File: config.mk
export PLATFORM = sky130hd
export DESIGN_NAME = sprite_blit_engine_flat
export DESIGN_NICKNAME = d
export VERILOG_FILES = /design/src/rtl/sprite_blit_if.sv /design/src/rtl/sprite_blit_engine.sv /design/src/flat_wrapper.sv
export SDC_FILE = /design/constraint.sdc
export NUM_CORES = 1
export LEC_CHECK = 0
export ABC_AREA = 1
export BUFFER_PORTS_ARGS = -buffer_cell sky130_fd_sc_hd__buf_2
export CORE_AREA = 2 2 92 94
export CTS_CLUSTER_DIAMETER = 100
export CTS_CLUSTER_SIZE = 8
export DETAILED_ROUTE_END_ITERATION = 16
export DIE_AREA = 0 0 94 96
export PLACE_DENSITY = 0.75
export SLEW_MARGIN = 20
export SYNTH_ARGS = -nofsm -noshare
export SYNTH_HDL_FRONTEND = slang
export SYNTH_SLANG_ARGS = --single-unit
File: constraint.sdc
create_clock -name clk -period 3.25 [get_ports clk]
set_input_delay 0.325 -clock clk [delete_from_list [all_inputs] [get_ports clk]]
set_output_delay 0.325 -clock clk [all_outputs]
set_load 0.005 [all_outputs]
File: src/rtl/sprite_blit_if.sv
// Handshake, ROM and VGA-plot signals of the sprite blit engine.
// The engine uses the slave modport. The game FSM, the ROMs and the
// adapter together use the master modport.
interface sprite_blit_if;
  logic        start_draw;
  logic        start_clear;
  logic [7:0]  pos_x;
  logic [6:0]  pos_y;
  logic [10:0] sprite_addr;
  logic [2:0]  sprite_q;
  logic [14:0] screen_addr;
  logic [2:0]  screen_q;
  logic [7:0]  vga_x;
  logic [6:0]  vga_y;
  logic [2:0]  vga_colour;
  logic        plot;
  logic        busy;
  logic        done;

  modport slave (
    input  start_draw, start_clear, pos_x, pos_y, sprite_q, screen_q,
    output sprite_addr, screen_addr, vga_x, vga_y, vga_colour, plot, busy, done
  );

  modport master (
    output start_draw, start_clear, pos_x, pos_y, sprite_q, screen_q,
    input  sprite_addr, screen_addr, vga_x, vga_y, vga_colour, plot, busy, done
  );
endinterface

File: src/rtl/sprite_blit_engine.sv
// Sprite blit engine. It sweeps either the whole background image or one
// sprite through a synchronous ROM. Each returned colour becomes a VGA
// plot one cycle later. Sprite pixels that are transparent or fall off the
// screen are clipped.
module sprite_blit_engine #(
  parameter int         SCREEN_W    = 160,
  parameter int         SCREEN_H    = 120,
  parameter int         SPRITE_W    = 40,
  parameter int         SPRITE_H    = 40,
  parameter logic [2:0] TRANSPARENT = 3'b000
) (
  input  logic         clk,
  input  logic         reset,
  sprite_blit_if.slave bus
);

  typedef enum logic [1:0] {IDLE, CLEAR, DRAW, FLUSH} state_t;

  state_t      state, state_next;
  logic [7:0]  col;
  logic [6:0]  row;
  logic [14:0] row_base;
  logic [7:0]  lat_x;
  logic [6:0]  lat_y;
  logic [8:0]  x_d;
  logic [7:0]  y_d;
  logic        valid_d, clear_d, onscreen_d;

  logic        is_clear, issuing, last_col, last_row;
  logic [8:0]  x_sum;
  logic [7:0]  y_sum;
  logic [2:0]  q_sel;

  assign is_clear = (state == CLEAR);
  assign issuing  = (state == CLEAR) || (state == DRAW);
  assign last_col = is_clear ? (col == 8'(SCREEN_W - 1)) : (col == 8'(SPRITE_W - 1));
  assign last_row = is_clear ? (row == 7'(SCREEN_H - 1)) : (row == 7'(SPRITE_H - 1));

  // Sums are one bit wider than the VGA coordinates, so off-screen pixels clip instead of wrapping.
  assign x_sum = 9'(lat_x) + 9'(col);
  assign y_sum = 8'(lat_y) + 8'(row);

  // State register. Reset is synchronous and wins over every transition.
  always_ff @(posedge clk) begin
    // NOTE: sequential state uses non-blocking assignments so every register samples pre-edge values.
    if (reset) state <= IDLE;
    else       state <= state_next;
  end

  // Next-state logic. A clear request beats a draw request; a dropped draw is not remembered.
  always_comb begin
    // NOTE: default first, so every path assigns state_next and no latch is inferred.
    state_next = state;
    unique case (state)
      IDLE: begin
        if (bus.start_clear)     state_next = CLEAR;
        else if (bus.start_draw) state_next = DRAW;
      end
      CLEAR, DRAW: if (last_col && last_row) state_next = FLUSH;
      FLUSH:       state_next = IDLE;
      default:     state_next = IDLE;
    endcase
  end

  // Latch the sprite position when a draw request is accepted.
  always_ff @(posedge clk) begin
    if (reset) begin
      lat_x <= '0;
      lat_y <= '0;
    end else if (state == IDLE && bus.start_draw && !bus.start_clear) begin
      lat_x <= bus.pos_x;
      lat_y <= bus.pos_y;
    end
  end

  // Column and row counters. The row base is kept as a running sum, so no multiplier is needed.
  always_ff @(posedge clk) begin
    if (reset || !issuing) begin
      col      <= '0;
      row      <= '0;
      row_base <= '0;
    end else if (last_col) begin
      col      <= '0;
      row      <= row + 7'd1;
      row_base <= row_base + (is_clear ? 15'(SCREEN_W) : 15'(SPRITE_W));
    end else begin
      col      <= col + 8'd1;
    end
  end

  // Stage-1 register. It lines up the issued coordinate with the ROM data that comes back one cycle later.
  always_ff @(posedge clk) begin
    if (reset) begin
      valid_d    <= 1'b0;
      clear_d    <= 1'b0;
      onscreen_d <= 1'b0;
      x_d        <= '0;
      y_d        <= '0;
    end else begin
      valid_d <= issuing;
      if (issuing) begin
        clear_d <= is_clear;
        if (is_clear) begin
          x_d        <= {1'b0, col};
          y_d        <= {1'b0, row};
          onscreen_d <= 1'b1;
        end else begin
          x_d        <= x_sum;
          y_d        <= y_sum;
          onscreen_d <= (x_sum < 9'(SCREEN_W)) && (y_sum < 8'(SCREEN_H));
        end
      end
    end
  end

  assign bus.screen_addr = is_clear        ? row_base + 15'(col)       : '0;
  assign bus.sprite_addr = (state == DRAW) ? row_base[10:0] + 11'(col) : '0;

  assign q_sel          = clear_d ? bus.screen_q : bus.sprite_q;
  assign bus.vga_x      = x_d[7:0];
  assign bus.vga_y      = y_d[6:0];
  assign bus.vga_colour = valid_d ? q_sel : 3'b000;
  assign bus.plot       = valid_d && (clear_d || (bus.sprite_q != TRANSPARENT && onscreen_d));
  assign bus.busy       = (state != IDLE);
  assign bus.done       = (state == FLUSH);

endmodule

File: src/flat_wrapper.sv
// flat-port wrapper written by rule: the top's interface ports become plain ports
module sprite_blit_engine_flat 
#(
  parameter int         SCREEN_W    = 160,
  parameter int         SCREEN_H    = 120,
  parameter int         SPRITE_W    = 40,
  parameter int         SPRITE_H    = 40,
  parameter logic [2:0] TRANSPARENT = 3'b000
)
  (clk, reset, bus_start_draw, bus_start_clear, bus_pos_x, bus_pos_y, bus_sprite_q, bus_screen_q, bus_sprite_addr, bus_screen_addr, bus_vga_x, bus_vga_y, bus_vga_colour, bus_plot, bus_busy, bus_done);
  sprite_blit_if bus_i ();
  input  logic clk;
  input  logic reset;
  input wire logic [$bits(bus_i.start_draw)-1:0] bus_start_draw;
  input wire logic [$bits(bus_i.start_clear)-1:0] bus_start_clear;
  input wire logic [$bits(bus_i.pos_x)-1:0] bus_pos_x;
  input wire logic [$bits(bus_i.pos_y)-1:0] bus_pos_y;
  input wire logic [$bits(bus_i.sprite_q)-1:0] bus_sprite_q;
  input wire logic [$bits(bus_i.screen_q)-1:0] bus_screen_q;
  output wire logic [$bits(bus_i.sprite_addr)-1:0] bus_sprite_addr;
  output wire logic [$bits(bus_i.screen_addr)-1:0] bus_screen_addr;
  output wire logic [$bits(bus_i.vga_x)-1:0] bus_vga_x;
  output wire logic [$bits(bus_i.vga_y)-1:0] bus_vga_y;
  output wire logic [$bits(bus_i.vga_colour)-1:0] bus_vga_colour;
  output wire logic [$bits(bus_i.plot)-1:0] bus_plot;
  output wire logic [$bits(bus_i.busy)-1:0] bus_busy;
  output wire logic [$bits(bus_i.done)-1:0] bus_done;
  assign bus_i.start_draw = bus_start_draw;
  assign bus_i.start_clear = bus_start_clear;
  assign bus_i.pos_x = bus_pos_x;
  assign bus_i.pos_y = bus_pos_y;
  assign bus_i.sprite_q = bus_sprite_q;
  assign bus_i.screen_q = bus_screen_q;
  assign bus_sprite_addr = bus_i.sprite_addr;
  assign bus_screen_addr = bus_i.screen_addr;
  assign bus_vga_x = bus_i.vga_x;
  assign bus_vga_y = bus_i.vga_y;
  assign bus_vga_colour = bus_i.vga_colour;
  assign bus_plot = bus_i.plot;
  assign bus_busy = bus_i.busy;
  assign bus_done = bus_i.done;
  sprite_blit_engine #(.SCREEN_W(SCREEN_W), .SCREEN_H(SCREEN_H), .SPRITE_W(SPRITE_W), .SPRITE_H(SPRITE_H), .TRANSPARENT(TRANSPARENT)) u_core (.clk(clk), .reset(reset), .bus(bus_i));
endmodule
-- Yosys cells after proc, flatten, opt, wreduce, memory -nomap -nowiden
Index checks and enable logic that the tools add are counted.
- eq/ne operators: 9
- add/subtract/negate cells: 7
- muxes and demuxes: 14
- $lt $le $gt $ge: 2
- reduce and logical (&&, ||, !) cells: 17
- operators by type and width (operator ; number):
    $mux W8 ; 2
    $add A15 B15 Y15 ; 1
    $add A15 B8 Y15 ; 1
    $mux W15 ; 1
    $add A11 B8 Y11 ; 1
    $mux W11 ; 1
    $add A8 B8 Y9 ; 1
    $lt A9 B8 Y1 const B ; 1
    $add A7 B7 Y8 ; 1
    $add A8 B1 Y8 const B ; 1
    $eq A8 B6 Y1 const B ; 1
    $eq A8 B8 Y1 const B ; 1
    $lt A8 B7 Y1 const B ; 1
    $add A7 B1 Y7 const B ; 1
    $eq A7 B6 Y1 const B ; 1
    $eq A7 B7 Y1 const B ; 1
    $mux W7 ; 1
    $logic_and A1 B1 Y1 ; 6
    $mux W2 ; 3
    $mux W3 ; 2
    $pmux W2 S3 ; 1
    $eq A2 B2 Y1 const B ; 2
    $reduce_or A2 Y1 ; 2
    $logic_or A1 B1 Y1 ; 3
    9 further kinds ; 12
- register bits after elaboration: 65

-- Depth between registers and ports, before layout
Gate-level depths: netlist of run 1.
- depth in word-level cells: 5
- mapped depth: 16

-- Worst setup path after synthesis of run 1
No wires, ideal clock.
- path kind: reg2reg
- start point: register u_core.state[1]
- end point: register u_core.row_base[13]
- period minus slack after synthesis: 2.361 ns
- path slack: 0.889 ns
- stages on the path, launching flop included: 15
- arrival: 2.241 ns
- library setup time: 0.120 ns
- required time: 3.130 ns
- cells stage by stage: dfxtp_1 > inv_1 > ha_1 > inv_1 > buf_1 > ha_1 > ha_1 > o21ai_1 > or2_1 > nand2_1 > nand2_1 > nor2_2 > nand2_1 > o21ai_1 > a21oi_1
- word-level cells in the longest chain between the ends: 4
- elaborated cells on any way between the ends: 8
- those cells by class: add/sub (1); eq/ne (2); mux (2); reduce/logical (3)
- ends and longest elaborated chain (item ; RTL line ; RTL):
    from (decl) ; sprite_blit_engine.sv:19 ; state_t state, state_next;
    from (signal assigned) ; sprite_blit_engine.sv:47 ; else state <= state_next;
    $eq A2 B1 Y1 * ; sprite_blit_engine.sv:34 ; assign is_clear = (state == CLEAR);
    via u_core.is_clear ; sprite_blit_engine.sv:29 ; logic is_clear, issuing, last_col, last_row;
    branches (longest 3 deep; another with $add A15 B15 Y15) ; -- ;
    to (signal assigned) ; sprite_blit_engine.sv:85 ; row_base <= row_base + (is_clear ? 15'(SCREEN_W) : 15'(SPRITE_W));
    to (decl) ; sprite_blit_engine.sv:22 ; logic [14:0] row_base;
Mark *: on every way through the listed nets, which the timed path passes.
A chain may end at the register's enable or synchronous reset.

-- Final worst setup path of run 1
- start point: register u_core.col[3]
- end point: output bus_screen_addr[13]
- word-level cells in the longest chain between the ends: 2
- ends and longest elaborated chain (item ; RTL line ; RTL):
    from (decl) ; sprite_blit_engine.sv:20 ; logic [7:0] col;
    from (signal assigned) ; sprite_blit_engine.sv:87 ; col <= col + 8'd1;
    $add A15 B8 Y15 ; sprite_blit_engine.sv:116 ; assign bus.screen_addr = is_clear ? row_base + 15'(col) : '0;
    $mux W15 ; sprite_blit_engine.sv:116 ;
    to (decl) ; flat_wrapper.sv:21 ; output wire logic [$bits(bus_i.screen_addr)-1:0] bus_screen_addr;
Every way passes these cells.

==> qor.yml, run 1 <==
outcome: "complete, no violations"
drive_gt1_frac: 0.161
multi_input_comb_area_sq_um: 2230
vias: 3948
synth_compound_area_frac: 0.167
critPathLaunchType: "flop"
worstSetupEndpointType: "output pin"
design.die.area_sq_um: 9020
path_cells: "ha_1 > inv_1 > fa_1 > o21ai_1 > nand2_1 > a21boi_1 > nand2_1 > o21ai_0 > a21oi_1 > buf_2"
fillerInstances: 816
drv_cap: 0
timing.clock.skew_ns: 0.00736
coreArea_sq_um: 8050
criticalPathCategory: "reg -> out"
synth_top_family_by_area: "simple AND/OR/NAND/NOR gates"
initial_core_util: 0.481
syn-num-nets: 637
clkLatencyLatePin_ns: 0.35
final-hold-violation-count: 0
synth.mux.area_fraction: 0
power-per-cell-area_nw_per_um2: 523
antenna_cells_inserted: 0
final-seq-area_sq_um: 1240
final_util: 0.563
syn-mean-instance-area_sq_um: 6.68
tightest_slew_ns: 0.683
number_of_detailed_route_iterations_in_the_first_pass: 4
port_buffers: 71
peakVddDrop_mv: 0.288
final_setup_tns_ns: 0
cts_max_path_buffers: 2
drtAntennaViolNets: 0
antenna_found_initial: 0
grtUsageTotal: 0.229
post_synth_instance_area_sq_um: 3870
gp_routability_congestion: 0.855
grt_pass1_vias: 3662
synthSimpleGateAreaFrac: 0.276
drt-initial-drc-count: 159
ctsResizeCount: 0
clock_sink_total: 62
slew_headroom: 0.544
grt_start_max_net_pins: 26
postCtsHoldBufs: 0
worstPathRequired_ns: 2.92
grt_remaining_overflow: 0
die_h_um: 96
min-delay-path-class: "in -> reg"
design.final.nets: 710
areaGrowthSynthToFinish_pct: 17.1
setup_repair_after_global_routing_missed_its_margin: "no"
place_ws_ns: 0.815
cts.reportedPaths.clkPinSlew_ns: 0.08
timing.critical_path.buf_inv: 2
die_w_um: 94
xor_and_xnor_fraction_of_the_mapped_netlist_area: 0.0249
path_max_fanout: 6
cp.arrival_ns: 2.51
tritoncts: "done"
drt_wl_cell_um: 12.8
first_pass_grt_wire_length_um: 16300
synth.yosys.seq_area_share: 0.321
number_of_distinct_library_cells_after_synthesis: 39
numCtsBuffers: 9
floorplan.rows: 33
cp_top_family: "compound AO/OA/AOI/OAI gates"
finalMaxSlewViolations: 0
route.detailed.drc: 0
dp_hpwl_um: 7460
clk_root_buffer_cell: "clkbuf_8"
design.portCount: 72
total_leakage_power_uw: 0.00224
crit_slowest_cell: "dfxtp_1"
power_uw: 2370
vias_per_cell: 5.17
dpl_cell_area_sq_um: 4330
gate_count_post_synth: 580
totalWireLength_um: 9800
cts_post_setup_buffers_inserted: 0
worst_path_largest_cell_delay_ns: 0.42
post_synth_fa_ha_maj_area_fraction: 0.109
dominant_cell_type_by_count_on_the_critical_path: "nand2_1"
synth.ff_latch_count: 62
setup-violations-final: 0
fin_crit_ns: 2.83
post-route-worst-setup-slack_ns: 0.416
synthesis.yosys.warnings: 0
finalCritPeriodShare: 0.872
h_tree_depth: 3
fmaxAchievable_mhz: 353
finalInstanceArea_sq_um: 4540
-- layout by cell type (no fill, tap or decap), types with 3 or more instances in the layout --
cell type / netlist / layout
buf_4: 2 / 5
nand4_1: 3 / 3
nand2_2: 3 / 3
a21oi_1: 43 / 43
dfxtp_1: 62 / 62
a31oi_1: 4 / 4
nor2_1: 79 / 79
nor3_1: 15 / 15
nand3_1: 25 / 25
clkinvlp_4: 0 / 3
buf_2: 2 / 71
o211ai_1: 6 / 6
inv_1: 83 / 83
o21ai_1: 12 / 12
nand2_1: 121 / 121
clkbuf_8: 0 / 11
o21a_1: 5 / 5
xor2_1: 9 / 9
ha_1: 29 / 29
fa_1: 3 / 3
o21ai_0: 40 / 40
inv_2: 4 / 4
-- tightest hold or removal path, delay by kind of cell --
family | cells | cell delay [ns]
buffers and inverters | 1 | 0.08
AND/OR/NAND/NOR | 2 | 0.11
-- metal layers --
layer | GRT usage | share of wire | vias to the layer above | routed length (um)
li1 | - | - | 2013 | -
met1 | 0.271 | 0.44 | 1796 | 4300
met2 | 0.409 | 0.49 | 120 | 4800
met3 | 0.0376 | 0.048 | 19 | 470
met4 | 0.104 | 0.023 | 0 | 227
met5 | 0 | 0 | - | 0
-- synthesized netlist by cell type --
library cell,number,area share
nand2_1,121,0.12
inv_1,83,0.080
nor2_1,79,0.077
dfxtp_1,62,0.32
a21oi_1,43,0.056
o21ai_0,40,0.052
ha_1,29,0.094
nand3_1,25,0.032
nor3_1,15,0.019
o21ai_1,12,0.016
xor2_1,9,0.020
clkbuf_1,7,0.0068
o211ai_1,6,0.012
o21a_1,5,0.0097
a31oi_1,4,0.0065
inv_2,4,0.0039
fa_1,3,0.016
nand2_2,3,0.0048
nand4_1,3,0.0048
a22oi_1,2,0.0039
buf_1,2,0.0019
buf_2,2,0.0026
buf_4,2,0.0039
nor2_2,2,0.0032
or2_2,2,0.0032
xnor2_1,2,0.0045
a211oi_1,1,0.0019
a21boi_1,1,0.0019
a21oi_2,1,0.0023
and2_1,1,0.0016
buf_6,1,0.0029
nand3b_1,1,0.0019
nor3_4,1,0.0042
nor3b_1,1,0.0019
nor3b_2,1,0.0032
o21bai_1,1,0.0019
o221ai_1,1,0.0023
o31ai_1,1,0.0019
or2_1,1,0.0016
-- per-stage QoR --
stage,cells,hold slack (ns)
2_1_floorplan,580,0.456
3_3_place_gp,747,0.451
3_5_place_dp,747,0.458
4_1_cts,763,0.194
5_1_grt,763,0.211
6_report,763,0.193
-- sequential cells by signal, summed over array words and instances (netlist names) --
name / cells
u_core.valid_d: 1
u_core.lat_y: 7
u_core.state: 2
u_core.row_base: 12
u_core.x_d: 8
u_core.clear_d: 1
u_core.col: 8
u_core.row: 7
u_core.y_d: 7
u_core.lat_x: 8
u_core.onscreen_d: 1
-- path summary, 6_finish.rpt --
kind              cells after the start             endpoint            start  slack (ns)
hold reg to reg                       2        u_core.y_d[3]    u_core.y_d[3]        0.47
setup reg to reg                     14  u_core.row_base[11]  u_core.state[1]        0.89
hold / removal                        3      u_core.lat_y[2]     bus_pos_y[2]        0.19
setup / recovery                     10  bus_screen_addr[13]    u_core.col[3]        0.42
-- cell type report --
cell class	count	share of cell area
clock buffers	11	0.0334
clock inverters	5	0.0127
inverters	87	0.0720
multi-input cells	417	0.493
flip-flops and latches	62	0.274
well taps	105	0.0290
repair buffers	76	0.0866
-- power breakdown --
part / internal [uW] / switching [uW]
clock network: 394 / 322
logic: 262 / 447
registers: 867 / 77.9
total: 1520 / 847
-- kinds of logic after synthesis --
logic type | after synthesis
XOR/XNOR | 11
buffers and inverters | 101
adder cells (fa/ha/maj) | 32
flip-flops | 62
AO/OA/AOI/OAI | 118
AND/OR/NAND/NOR | 256
(Power assumes the default switching activity.)
==> run 2: changes to the inputs <==
ABC_AREA = default   (was 1)
CORE_AREA = 2 2 90 92   (was 2 2 92 94)
DIE_AREA = 0 0 92 94   (was 0 0 94 96)
PLACE_DENSITY = 0.76   (was 0.75)
==> run 2 against run 1 <==
Non-clock buffer count is 2 higher. Global-route usage down 1.3 points. Register-to-register slack lost 0.10 ns. Hold slack gained 0.019 ns. Highest routed layer unchanged. Cell count fell by 16%. Area after synthesis decreased by 3.0%. Largest cell class unchanged. Sequential share of layout area grew 0.89 points. Sequential power shrank 0.4%. Synthesized cell count down 20%. Largest power group unchanged. Worst setup slack worse by 0.081 ns. Utilization rose by 1.4 points. Clock power is 9.5% lower.
==> qor.yml, run 2 <==
design.final.nets: 590  # -17%
finalCritPeriodShare: 0.897  # +0.0249
clkPwrFrac: 0.272  # -0.030
final-hold-violation-count: 0  # unchanged
design.die.area_sq_um: 8650  # -4.2%
criticalPathCategory: "reg -> out"
first_pass_grt_wire_length_um: 14800  # -9.0%
fillerInstances: 681  # -17%
grt_pass1_vias: 3328  # -9.1%
power-per-cell-area_nw_per_um2: 543  # +3.8%
numCtsBuffers: 9  # unchanged
fmaxAchievable_mhz: 343  # -2.8%
critPathLaunchType: "flop"
cp.arrival_ns: 2.59  # +0.08 ns
number_of_detailed_route_iterations_in_the_first_pass: 5  # +1
timing.clock.skew_ns: 0.00845  # +0.00109 ns
gate_count_post_synth: 464  # -20%
min-delay-path-class: "in -> reg"
vias_per_cell: 5.30  # +2.4%
areaGrowthSynthToFinish_pct: 17.0
most_common_cell_in_the_netlist: "nor2_1"
cts_max_path_buffers: 2  # unchanged
dpl_cell_area_sq_um: 4210  # -2.8%
largest-register: "u_core.row_base"
tightest_slew_ns: 0.584  # -0.0993 ns
vias: 3385  # -14%
gp_routability_congestion: 0.882  # +3.2%
cts_post_setup_buffers_inserted: 0  # unchanged
die_w_um: 92  # -2.1%
synth_top_area_share: 0.330  # +0.00993
combinationalPowerShare: 0.333  # +0.034
p_switching_uw: 828  # -2.3%
clkLatencyLatePin_ns: 0.34  # about the same
final.hold.worst_slack_ns: 0.212  # +0.0190 ns
worst_path_largest_cell_delay_ns: 0.50  # +0.08 ns
synth-async-reset-ratio: 0  # unchanged
synthesis.yosys.warnings: 0  # unchanged
ys_top_cells_by_area: "dfxtp_1 (33%), ha_1 (9.7%), nor2_1 (6.9%)"
path_max_fanout: 9  # +3
flip_flop_count_of_the_largest_register_all_copies_and_words_added: 12  # unchanged
final_util: 0.577  # +0.0141
path_cells: "ha_1 > inv_1 > fa_1 > nor2b_1 > o21ai_0 > a21boi_1 > o21ai_0 > xor2_1 > nor2b_1 > buf_2"
coreArea_sq_um: 7610  # -5.5%
clock_sink_total: 62  # unchanged
design.portCount: 72  # unchanged
timing.critical_path.buf_inv: 2  # unchanged
slew_headroom: 0.607  # +0.0634
antenna_found_initial: 0  # unchanged
syn-mean-instance-area_sq_um: 8.10  # +21%
grtUsageTotal: 0.216  # -0.0131
peakVddDrop_mv: 0.298  # +3.6%
number_of_distinct_library_cells_after_synthesis: 50  # +28%
cts.reportedPaths.clkPinSlew_ns: 0.07  # about the same
total_leakage_power_uw: 0.00189  # -16%
drtAntennaViolNets: 0  # unchanged
most_frequent_cells_after_synthesis: "nor2_1 (69), dfxtp_1 (62), nand2_1 (56)"
postCtsHoldBufs: 0  # unchanged
ctsResizeCount: 0  # unchanged
yosys_most_used_dff: "dfxtp_1"
drt_wl_cell_um: 13.7  # +6.9%
port_buffers: 71  # unchanged
post-synth-top-area-cell: "dfxtp_1"
final_setup_tns_ns: 0  # unchanged
worstSetupEndpointType: "output pin"
setup-violations-final: 0  # unchanged
initial_core_util: 0.494  # +0.0128
dp_hpwl_um: 6620  # -11%
antenna_cells_inserted: 0  # unchanged
finalMaxSlewViolations: 0  # unchanged
worstPathRequired_ns: 2.92  # about the same
floorplan.rows: 32  # -3.0%
drv_cap: 0  # unchanged
post_synth_instance_area_sq_um: 3760  # -3.0%
tritoncts: "done"
fin_crit_ns: 2.91  # +0.0810 ns
synth.ff_latch_count: 62  # unchanged
grt_start_max_net_pins: 35  # +35%
syn-num-nets: 521  # -18%
most_used_cells_in_the_layout_excluding_fill_and_tap_cells: "buf_2 (71), nor2_1 (69), dfxtp_1 (62)"
cp_top_family: "adder cells"
setup_repair_after_global_routing_missed_its_margin: "no"
drt-initial-drc-count: 185  # +16%
die_h_um: 94  # -2.1%
outcome: "complete, no violations"
totalWireLength_um: 8770  # -10%
clk_root_buffer_cell: "clkbuf_8"
route.detailed.drc: 0  # unchanged
h_tree_depth: 3  # unchanged
finalInstanceArea_sq_um: 4390  # -3.1%
drive_gt1_frac: 0.188  # +0.0270
number_of_enable_flip_flop_cells_after_synthesis: 0  # unchanged
seq_pwr_share: 0.395  # -0.004
commonest_non_fill_non_tap_cell_in_the_layout: "buf_2"
internal_power_uw: 1560  # +2.1%
synth.yosys.seq_area_share: 0.330  # +0.00993
crit_slowest_cell: "dfxtp_1"
sw_share: 0.347  # -0.0101
grt_remaining_overflow: 0  # unchanged
## run 2: cell count changes in the layout (fill, tap and decap cells not counted), moves of 9 or more
cell	before	now
inv_1	83	13
nand2_1	121	56
nand3_1	25	5
o21ai_0	40	22
xnor2_1	2	18
and2_1	1	14
mux2i_1	0	13
a211oi_1	1	13
o21ai_1	12	0
nor2_1	79	69
a21oi_1	43	34
## run 2: power groups by stage
stage	Clock, uW	Combinational (uW)	Sequential [uW]
2_1_floorplan	0	566	936
3_3_place_gp	0	772	951
3_5_place_dp	0	792	959
4_1_cts	663	798	942
5_1_grt	700	911	954
6_report	648	794	941
## run 2: logic make-up (layout without fill, tap and decap cells)
kind of cell,Yosys count,count (layout),synth area share
multiplexers,13,13,0.0346
AND/OR/NAND/NOR,193,193,0.242
XOR/XNOR,35,35,0.0816
flip-flops,62,62,0.330
buffers and inverters,34,107,0.0370
AO/OA/AOI/OAI,95,95,0.162
adder cells (fa/ha/maj),32,32,0.113
## run 2: layer usage
metal / track usage / part of all wire / vias to the layer above / routed length, um
li1: - / - / 1733 / -
met1: 0.243 / 0.43 / 1557 / 3790
met2: 0.387 / 0.50 / 79 / 4360
met3: 0.0490 / 0.049 / 16 / 430
met4: 0.104 / 0.022 / 0 / 191
met5: 0 / 0 / - / 0
## run 2: path summary, 6_finish.rpt
kind	start	end	slack (ns)	depth (start not counted)
setup / recovery	u_core.col[3]	bus_sprite_addr[9]	0.34	10
hold / removal	bus_pos_y[2]	u_core.lat_y[2]	0.21	3
setup reg to reg	u_core.state[1]	u_core.row_base[11]	0.79	10
hold reg to reg	u_core.lat_y[6]	u_core.lat_y[6]	0.47	2
## run 2: cell type report
type	count	area [sq um]	area share
sequential	62	1240	0.283
clock buffer	10	138	0.0313
tap	102	128	0.0291
inverter	14	52.6	0.0120
timing repair buffer	78	408	0.0929
clock inverter	5	50.0	0.0114
multi-input combinational	368	2380	0.541
## run 2: through the flow
| step | total power, uW | setup WS [ns] | cells |
|---|---|---|---|
| after floorplan | 1500 | 0.944 | 464 |
| final | 2380 | 0.335 | 639 |
| after global placement | 1720 | 0.647 | 624 |
| after detailed placement | 1750 | 0.586 | 624 |
| after global routing | 2560 | 0.0728 | 639 |
| after CTS | 2400 | 0.209 | 639 |
## run 2: worst reg2reg max path: stages (launching register included)
cell and delay [ns]:
dfxtp_1 0.35, inv_1 0.09, ha_1 0.46, inv_2 0.09
ha_1 0.24, ha_1 0.22, o21a_1 0.21, a21oi_1 0.31
nand3b_1 0.18, xor2_1 0.15, nor2_1 0.05
==> run 3: changes to the inputs <==
CTS_BUF_LIST = sky130_fd_sc_hd__clkbuf_16   (was default)
clock period = 3.7 ns   (was 3.25 ns; I/O delays follow)
==> run 3 against run 2 <==
Sequential share of layout area down 0.35 points. Via count rose by 2.6%. Clock skew fell by 0.0027 ns. Die area is the same. Clock power up 11%. Hold slack gained 0.064 ns. Non-clock buffer count decreased by 1. Cell area up 1.3%. Critical path type unchanged. Routed wire length increased by 3.3%. Utilization is 0.72 points higher. Combinational power fell by 13%. Count of clock-buffer cells in the layout down 1.
==> qor.yml, run 3 (same netlist as run 2, synthesis figures left out) <==
setup_repair_after_global_routing_missed_its_margin: "no"
outcome: "complete, no violations"
number_of_detailed_route_iterations_in_the_first_pass: 5  # unchanged
drt_wl_cell_um: 14.2  # +3.5%
criticalPathCategory: "reg -> out"
cp.arrival_ns: 2.73  # +0.14 ns
most_used_cells_in_the_layout_excluding_fill_and_tap_cells: "buf_2 (71), nor2_1 (69), dfxtp_1 (62)"
grt_pass1_vias: 3172  # -4.7%
cp_top_family: "compound AO/OA/AOI/OAI gates"
setup-violations-final: 0  # unchanged
worstPathRequired_ns: 3.33  # +0.41 ns
clk_root_buffer_cell: "clkbuf_16"
largest-register: "u_core.row_base"
initial_core_util: 0.494  # unchanged
die_w_um: 92  # unchanged
design.die.area_sq_um: 8650  # unchanged
finalCritPeriodShare: 0.838
crit_slowest_cell: "dfxtp_1"
grtUsageTotal: 0.216  # about the same
finalMaxSlewViolations: 0  # unchanged
final_util: 0.585  # +0.00724
coreArea_sq_um: 7610  # unchanged
design.final.nets: 589  # -0.17%
worstSetupEndpointType: "output pin"
commonest_non_fill_non_tap_cell_in_the_layout: "buf_2"
cts_max_path_buffers: 2  # unchanged
fmaxAchievable_mhz: 323
drt-initial-drc-count: 169  # -8.6%
grt_start_max_net_pins: 36  # +2.9%
gp_routability_congestion: 0.830  # -5.9%
fin_crit_ns: 3.10
areaGrowthSynthToFinish_pct: 18.4
total_leakage_power_uw: 0.00192  # +1.8%
route.detailed.drc: 0  # unchanged
first_pass_grt_wire_length_um: 14900  # +0.66%
peakVddDrop_mv: 0.368  # +23%
clock_sink_total: 62  # unchanged
final_setup_tns_ns: 0  # unchanged
timing.critical_path.buf_inv: 2  # unchanged
reg2reg_setup_slack_ns: 1.15  # +0.36 ns
drv_cap: 0  # unchanged
flip_flop_count_of_the_largest_register_all_copies_and_words_added: 12  # unchanged
multi_input_comb_area_sq_um: 2380  # unchanged
drtAntennaViolNets: 0  # unchanged
numCtsBuffers: 9  # unchanged
slew_headroom: 0.389  # -0.219
clkLatencyLatePin_ns: 0.33  # about the same
min-delay-path-class: "in -> reg"
floorplan.rows: 32  # unchanged
power-per-cell-area_nw_per_um2: 504  # -7.2%
h_tree_depth: 3  # unchanged
cts.reportedPaths.clkPinSlew_ns: 0.05  # -0.02 ns
drive_gt1_frac: 0.179  # -0.00898
antenna_found_initial: 0  # unchanged
grt_remaining_overflow: 0  # unchanged
postCtsHoldBufs: 0  # unchanged
fillerInstances: 708  # +4.0%
totalWireLength_um: 9060  # +3.3%
design.portCount: 72  # unchanged
vias_per_cell: 5.44  # +2.8%
path_max_fanout: 9  # unchanged
antenna_cells_inserted: 0  # unchanged
final-hold-violation-count: 0  # unchanged
cts_post_setup_buffers_inserted: 0  # unchanged
die_h_um: 94  # unchanged
ctsResizeCount: 0  # unchanged
port_buffers: 71  # unchanged
final-seq-area_sq_um: 1240  # unchanged
timing.clock.skew_ns: 0.00579  # -0.00266 ns
path_cells: "ha_1 > inv_1 > fa_1 > nor2b_1 > o21ai_0 > a21boi_0 > o21ai_0 > xor2_1 > nor2b_1 > buf_2"
tritoncts: "done"
tightest_slew_ns: 0.917  # +0.333 ns
worst_path_largest_cell_delay_ns: 0.50  # about the same
critPathLaunchType: "flop"
vias: 3473  # +2.6%
dp_hpwl_um: 6550  # -1.1%
==> run 3: changes by cell type in the layout (fill, tap and decap cells not counted) <==
cell and change:
a21boi_0 +1, a21boi_1 -1, buf_4 -1, bufinv_16 -1, clkbuf_16 +9, clkbuf_8 -10, clkinv_2 -2, inv_1 +4
==> run 3: final timing paths <==
kind                   start             endpoint  cells after the start
max            u_core.col[3]   bus_sprite_addr[9]                     10
min             bus_pos_y[2]      u_core.lat_y[2]                      3
max reg2reg  u_core.state[1]  u_core.row_base[12]                      8
min reg2reg  u_core.lat_y[2]      u_core.lat_y[2]                      2
==> run 3: area by class of cell <==
type / count / area share
Inverter: 14 / 0.0118
Clock buffer: 9 / 0.0506
Timing Repair Buffer: 77 / 0.0900
Sequential cell: 62 / 0.279
Clock inverter: 6 / 0.00563
Multi-Input combinational cell: 368 / 0.534
Tap cell: 102 / 0.0287
==> run 3: where the power goes <==
part	leakage, uW	internal [uW]	switching, uW
logic	0.00128	281	408
registers	0.000504	759	71.1
clock network	0.000140	436	284
total	0.00192	1480	764
==> run 3: worst reg2reg max path, cell delays in order (launching register included) <==
cell and delay, ns:
dfxtp_1 0.33, inv_1 0.09, ha_1 0.57, and2b_1 0.24, nand4_1 0.17, a211oi_4 0.40
o21ai_2 0.17, or3_1 0.34, a21oi_1 0.15
==> run 3: metrics by stage <==
stage          std cells  hold slack, ns  power (uW)  area [sq um]  worst slack (ns)
6_report             638           0.276        2240          4450             0.600
5_1_grt              638           0.279        2380          4450             0.366
4_1_cts              638           0.277        2250          4450             0.644
3_5_place_dp         623           0.455        1530          4200              1.00
3_3_place_gp         623           0.450        1510          4200              1.06
2_1_floorplan        464           0.441        1320          3760              1.39
==> run 3: metal layers <==
layer,global-route usage,share of wire
met4,0.0759,0.018
met2,0.372,0.49
met5,0,0
met3,0.0482,0.050
met1,0.267,0.44
